`config.mk`:
```
export PLATFORM = sky130hd
export DESIGN_NAME = ser_framer
export DESIGN_NICKNAME = d
export VERILOG_FILES = /design/src/rtl/serdes_pkg.sv /design/src/rtl/ser_shift_reg.sv /design/src/rtl/ser_framer.sv
export SDC_FILE = /design/constraint.sdc
export NUM_CORES = 1
export LEC_CHECK = 0
export CAP_MARGIN = 10
export CORE_UTILIZATION = 50
export CTS_CLUSTER_SIZE = 14
export DETAILED_ROUTE_END_ITERATION = 8
export PLACE_DENSITY = 0.82
export SKIP_LAST_GASP = 1
export SYNTH_ARGS = -nofsm -noshare
export SYNTH_HDL_FRONTEND = slang
export SYNTH_SLANG_ARGS = --single-unit
```
`constraint.sdc`:
```
create_clock -name clock -period 2.2 [get_ports clock]
set_clock_uncertainty 0.15 [all_clocks]
set_input_delay 0.44 -clock clock [delete_from_list [all_inputs] [get_ports clock]]
set_output_delay 0.44 -clock clock [all_outputs]
set_load 0.03 [all_outputs]
```
`src/rtl/serdes_pkg.sv`:
```
// Shared definitions for the framed serializer and its matching deserializer:
// FSM state encoding, default sync header and frame-length helper.
package serdes_pkg;

  typedef enum logic [1:0] {
    IDLE = 2'd0,
    SYNC = 2'd1,
    DATA = 2'd2,
    PAR  = 2'd3
  } ser_state_t;

  localparam logic [3:0] SYNC_PATTERN_DEF = 4'b1011;

  function automatic int frame_len(input int data_w, input int sync_w, input int par_en);
    return sync_w + data_w + par_en;
  endfunction

endpackage

```
`src/rtl/ser_shift_reg.sv`:
```
// Parallel-load shift register feeding data bits to the framer, either MSB or
// LSB first. A load takes priority over a shift so back-to-back frames chain.
module ser_shift_reg #(
  parameter int DATA_W    = 8,
  parameter bit MSB_FIRST = 1'b1
) (
  input  logic              i_clock,
  input  logic              i_reset_n,
  input  logic              i_enable,
  input  logic              i_load,
  input  logic              i_shift,
  input  logic [DATA_W-1:0] i_data,
  output logic              o_bit
);

  logic [DATA_W-1:0] r_data;

  always_ff @(posedge i_clock) begin
    if (!i_reset_n) begin
      r_data <= '0;
    end else if (i_enable) begin
      if (i_load) begin
        r_data <= i_data;
      end else if (i_shift) begin
        if (MSB_FIRST) begin
          r_data <= {r_data[DATA_W-2:0], 1'b0};
        end else begin
          r_data <= {1'b0, r_data[DATA_W-1:1]};
        end
      end
    end
  end

  assign o_bit = MSB_FIRST ? r_data[DATA_W-1] : r_data[0];

endmodule

```
`src/rtl/ser_framer.sv`:
```
// Framing serializer: sync header, data word and optional even parity on a
// 1-bit stream. The FSM runs one cycle ahead of the registered outputs.
module ser_framer
  import serdes_pkg::*;
#(
  parameter int                DATA_W       = 8,
  parameter int                SYNC_W       = 4,
  parameter logic [SYNC_W-1:0] SYNC_PATTERN = SYNC_W'(SYNC_PATTERN_DEF),
  parameter bit                MSB_FIRST    = 1'b1,
  parameter bit                PARITY_EN    = 1'b1
) (
  input  logic              clock,
  input  logic              reset_n,
  input  logic              enable,
  input  logic              in_valid,
  output logic              in_ready,
  input  logic [DATA_W-1:0] din,
  output logic              dout,
  output logic              dout_valid,
  output logic              frame_start,
  output logic              busy
);

  localparam int MAX_W = (DATA_W > SYNC_W) ? DATA_W : SYNC_W;
  localparam int CNT_W = $clog2(MAX_W);
  localparam logic [CNT_W-1:0] SYNC_LAST = CNT_W'(SYNC_W - 1);
  localparam logic [CNT_W-1:0] DATA_LAST = CNT_W'(DATA_W - 1);

  ser_state_t       r_state;
  ser_state_t       w_stateNext;
  logic [CNT_W-1:0] r_cnt;
  logic [CNT_W-1:0] w_cntNext;
  logic             r_parity;
  logic             r_dout;
  logic             r_doutValid;
  logic             r_frameStart;
  logic             r_busy;
  logic             w_lastBit;
  logic             w_accept;
  logic             w_shift;
  logic             w_dataBit;
  logic             w_syncBit;
  logic             w_nextDout;

  ser_shift_reg #(
    .DATA_W    (DATA_W),
    .MSB_FIRST (MSB_FIRST)
  ) u_shift (
    .i_clock   (clock),
    .i_reset_n (reset_n),
    .i_enable  (enable),
    .i_load    (w_accept),
    .i_shift   (w_shift),
    .i_data    (din),
    .o_bit     (w_dataBit)
  );

  always_comb begin
    w_lastBit = 1'b0;
    if (r_state == PAR) begin
      w_lastBit = 1'b1;
    end else if ((r_state == DATA) && (r_cnt == DATA_LAST) && !PARITY_EN) begin
      w_lastBit = 1'b1;
    end
  end

  assign in_ready = enable && ((r_state == IDLE) || w_lastBit);
  assign w_accept = in_valid && in_ready;
  assign w_shift  = (r_state == DATA);

  // Header is sent MSB first, so count 0 selects the top pattern bit.
  always_comb begin
    w_syncBit = 1'b0;
    for (int i = 0; i < SYNC_W; i++) begin
      if (r_cnt == CNT_W'(SYNC_W - 1 - i)) begin
        w_syncBit = SYNC_PATTERN[i];
      end
    end
  end

  always_comb begin
    w_stateNext = r_state;
    w_cntNext   = r_cnt;
    if (enable) begin
      unique case (r_state)
        IDLE: begin
          if (w_accept) begin
            w_stateNext = SYNC;
            w_cntNext   = '0;
          end
        end
        SYNC: begin
          if (r_cnt == SYNC_LAST) begin
            w_stateNext = DATA;
            w_cntNext   = '0;
          end else begin
            w_cntNext = r_cnt + CNT_W'(1);
          end
        end
        DATA: begin
          if (r_cnt == DATA_LAST) begin
            w_cntNext = '0;
            if (PARITY_EN) begin
              w_stateNext = PAR;
            end else begin
              w_stateNext = w_accept ? SYNC : IDLE;
            end
          end else begin
            w_cntNext = r_cnt + CNT_W'(1);
          end
        end
        PAR: begin
          w_stateNext = w_accept ? SYNC : IDLE;
          w_cntNext   = '0;
        end
        default: begin
          w_stateNext = IDLE;
          w_cntNext   = '0;
        end
      endcase
    end
  end

  always_comb begin
    unique case (r_state)
      SYNC:    w_nextDout = w_syncBit;
      DATA:    w_nextDout = w_dataBit;
      PAR:     w_nextDout = r_parity;
      default: w_nextDout = 1'b0;
    endcase
  end

  // Parity of a newly accepted word overwrites r_parity on the same edge the
  // previous frame's parity bit is registered out, so both frames stay correct.
  always_ff @(posedge clock) begin
    if (!reset_n) begin
      r_state      <= IDLE;
      r_cnt        <= '0;
      r_parity     <= 1'b0;
      r_dout       <= 1'b0;
      r_doutValid  <= 1'b0;
      r_frameStart <= 1'b0;
      r_busy       <= 1'b0;
    end else begin
      r_state <= w_stateNext;
      r_cnt   <= w_cntNext;
      if (w_accept) begin
        r_parity <= ^din;
      end
      if (enable) begin
        r_dout       <= w_nextDout;
        r_doutValid  <= (r_state != IDLE);
        r_frameStart <= (r_state == SYNC) && (r_cnt == '0);
        r_busy       <= (r_state != IDLE);
      end else begin
        r_doutValid  <= 1'b0;
        r_frameStart <= 1'b0;
      end
    end
  end

  assign dout        = r_dout;
  assign dout_valid  = r_doutValid;
  assign frame_start = r_frameStart;
  assign busy        = r_busy;

endmodule

```
==> flow_summary.yaml <==
timing:
  rsz_0062_raised_after_global_routing: "false"
  worst_pin_slew_ns: 0.456
  finalSetupTns_ns: 0
  max_clock_freq_mhz: 478
  final_hold_slack_ns: 0.323
  timing.final.crit_share_pct: 95.0
  hold_violations: 0
  max_slew_margin_pct: 69.5
  min_cycle_time_layout_ns: 2.09
  finalMaxSlewViolations: 0
  setup_viol_count_final: 0
floorplan:
  initial_utilization_pct: 53.3
  placement_rows: 16
  die_area_um2: 2300
  pin_count: 17
  die_height_um: 48.0
  die_width_um: 48.0
  core_ar_um2: 1980
outcome:
  run_status: "complete, no violations"
synth:
  synth.avg_cell_area_um2: 8.73
  synthCells: 121
  yosys_most_used_dff: "dfxtp_1"
  async_flop_share_pct: 0
  ys_types: 31
  yosysWarnings: 0
  postSynthRegisterBits: 18
  synth.cell_area_um2: 1060
  synth.net_count: 144
  seq_area_frac_synth_pct: 34.1
  number_of_flops_mapped_to_enable_cells_by_yosys: 0
setup_path:
  slowest_delay_ns: 0.42
  critPathRequiredTime_ns: 1.61
  crit_slowest_cell: "dfxtp_1"
  worstPathMaxFanout: 5
  critPathTopFamily: "flip-flops"
  timing.critical_path.arrival_ns: 1.50
  cp_num_buf_inv: 2
  crit_chain: "inv_1 -> ha_1 -> nor2b_2 -> buf_4"
  critical_path_start_end_classification: "reg -> out"
  r2r-start: "r_state[1]"
  critPathLaunch: "r_state[1]"
  critPathCaptureType: "output pin"
  startpoint_type: "register"
final_layout:
  nFillCells: 152
  layout.core_utilization_pct: 65.9
  final_net_count: 166
  diodes: 0
  fin_cells: 169
  multi_input_comb_area_um2: 642
  layout-area-overhead-vs-synth_pct: 23.7
  layout.area.seq_um2: 362
  drive_gt1_share_pct: 10.6
power:
  static-leakage-power_uw: 0.000592
  power.density_cell_area_nw_per_um2: 642
  vdd_drop_max_mv: 0.380
clock_tree:
  cts-resized-gates: 0
  post-cts-setup-buffer-count: 0
  cts_hold_buf: 0
  tritoncts: "yes"
  numCtsBuffers: 3
  clock-root-buffer: "clkbuf_4"
  htreeDepth: 1
  clk_pin_slew_worst_paths_ns: 0.11
  clkSinkCount: 18
  max-clock-path-buffers: 2
  insertion_delay_ns: 0.30
route:
  drt_pass1_iterations: 4
  viasPerCell: 5.40
  avgRoutedWirePerCell_um: 12.0
  wirelength_mm: 2.03
  drc: 0
  route.antenna.remaining_nets: 0
  drt_first_iter_violations: 11
  vias: 913
global_routing:
  grt_pass1_vias: 753
  grt_antenna_before_repair: 0
  grt.overflow.total: 0
  track_usage_pct: 20.2
  grt_first_pass_wirelength_mm: 3.24
  maximum_number_of_pins_on_one_net_before_global_route_repair: 16
place:
  gpl.final_weighted_congestion: 0.784
  place_inst: 165
  dpl.hpwl_mm: 1.53
  count_of_buffers_inserted_at_the_top_level_ports: 16
job:
  max-cap-violations: 0
worst_hold_path:
  hold_path_class: "reg -> reg"
  min_from: "busy"
[layer usage]
| metal | share of wire [%] | vias up | track usage [%] |
|---|---|---|---|
| met5 | 0 | - | 0 |
| met4 | 1.4 | 0 | 8.33 |
| met3 | 4.0 | 4 | 2.26 |
| met2 | 49 | 24 | 31.1 |
| met1 | 46 | 427 | 28.4 |
| li1 | - | 458 | - |
[worst reg2reg max path, stage by stage (launching register included)]
cell,delay (ns)
dfxtp_1,0.42
inv_1,0.09
ha_1,0.37
nor2b_2,0.16
o21ai_2,0.08
buf_4,0.15
or3_1,0.35
a21boi_0,0.19
[cell usage in the layout, fill, tap and decap left out, drive strengths merged]
cell	instances
nor2b	4
nand3	16
or4b	1
and2b	1
a21oi	3
nor2	2
nor3	1
o211a	7
o21a	1
o211ai	2
ha	11
a21boi	4
a22oi	2
and2	2
a21o	1
or2	1
clkbuf	4
and3b	1
inv	10
nand2	13
o31a	1
mux2i	1
buf	6
or3	2
clkdlybuf4s50	15
a22o	1
xnor2	7
dfxtp	18
o21ai	4
[report_power, final]
group	internal (µW)	total [µW]	switching, µW
Sequential	355	372	16.6
Clock	101	210	109
Combinational	122	257	135
[logic make-up after synthesis]
kind of cell	count (synthesis)	share of synthesized area, %
simple gates	44	21.7
compound gates	26	19.1
flops	18	34.1
buf+inv	14	5.33
fa+ha+maj	11	13.0
xor+xnor	7	5.81
mux	1	0.948
[worst paths after layout]
path | to | slack, ns | cells past startpoint
worst max-delay path | in_ready | 0.11 | 4
worst min register to register | busy | 0.32 | 1
worst min-delay path | busy | 0.32 | 1
worst max register to register | r_cnt[2] | 0.18 | 7
[per-stage QoR]
| stage | worst slack (ns) | total power [µW] | cell area, µm² |
|---|---|---|---|
| 2_1_floorplan | 0.0393 | 546 | 1060 |
| 3_3_place_gp | 0.184 | 621 | 1270 |
| 3_5_place_dp | 0.145 | 630 | 1270 |
| 6_report | 0.109 | 838 | 1310 |
| 5_1_grt | 0.00455 | 884 | 1310 |
| 4_1_cts | 0.0521 | 837 | 1300 |
[cells in the mapped netlist (all sizes together), types with 2 or more instances]
cell,n,share of area (%)
dfxtp,18,34
nand3,16,7.6
nand2,13,4.6
ha,11,13
inv,10,3.6
o211a,7,6.6
xnor2,7,5.8
a21boi,4,2.8
nor2b,4,2.6
o21ai,4,2.3
a21oi,3,1.4
buf,3,1.4
a22oi,2,1.4
and2,2,1.2
nor2,2,0.71
o211ai,2,1.4
or3,2,1.2
[flip-flops by register name, summed over array words and instances, names as in the netlist]
name / flops
busy: 1
r_parity: 1
dout_valid: 1
r_cnt: 3
u_shift.r_data: 8
r_state: 2
dout: 1
frame_start: 1
[final cells by class]
cell class	count	share of cell area, %
clock buffer	4	2.78
inverter	10	2.87
multi-input combinational	89	49.1
sequential	18	27.7
tap	27	2.59
timing repair buffer	21	14.9
Note: power is estimated with default switching activity, not from simulation.
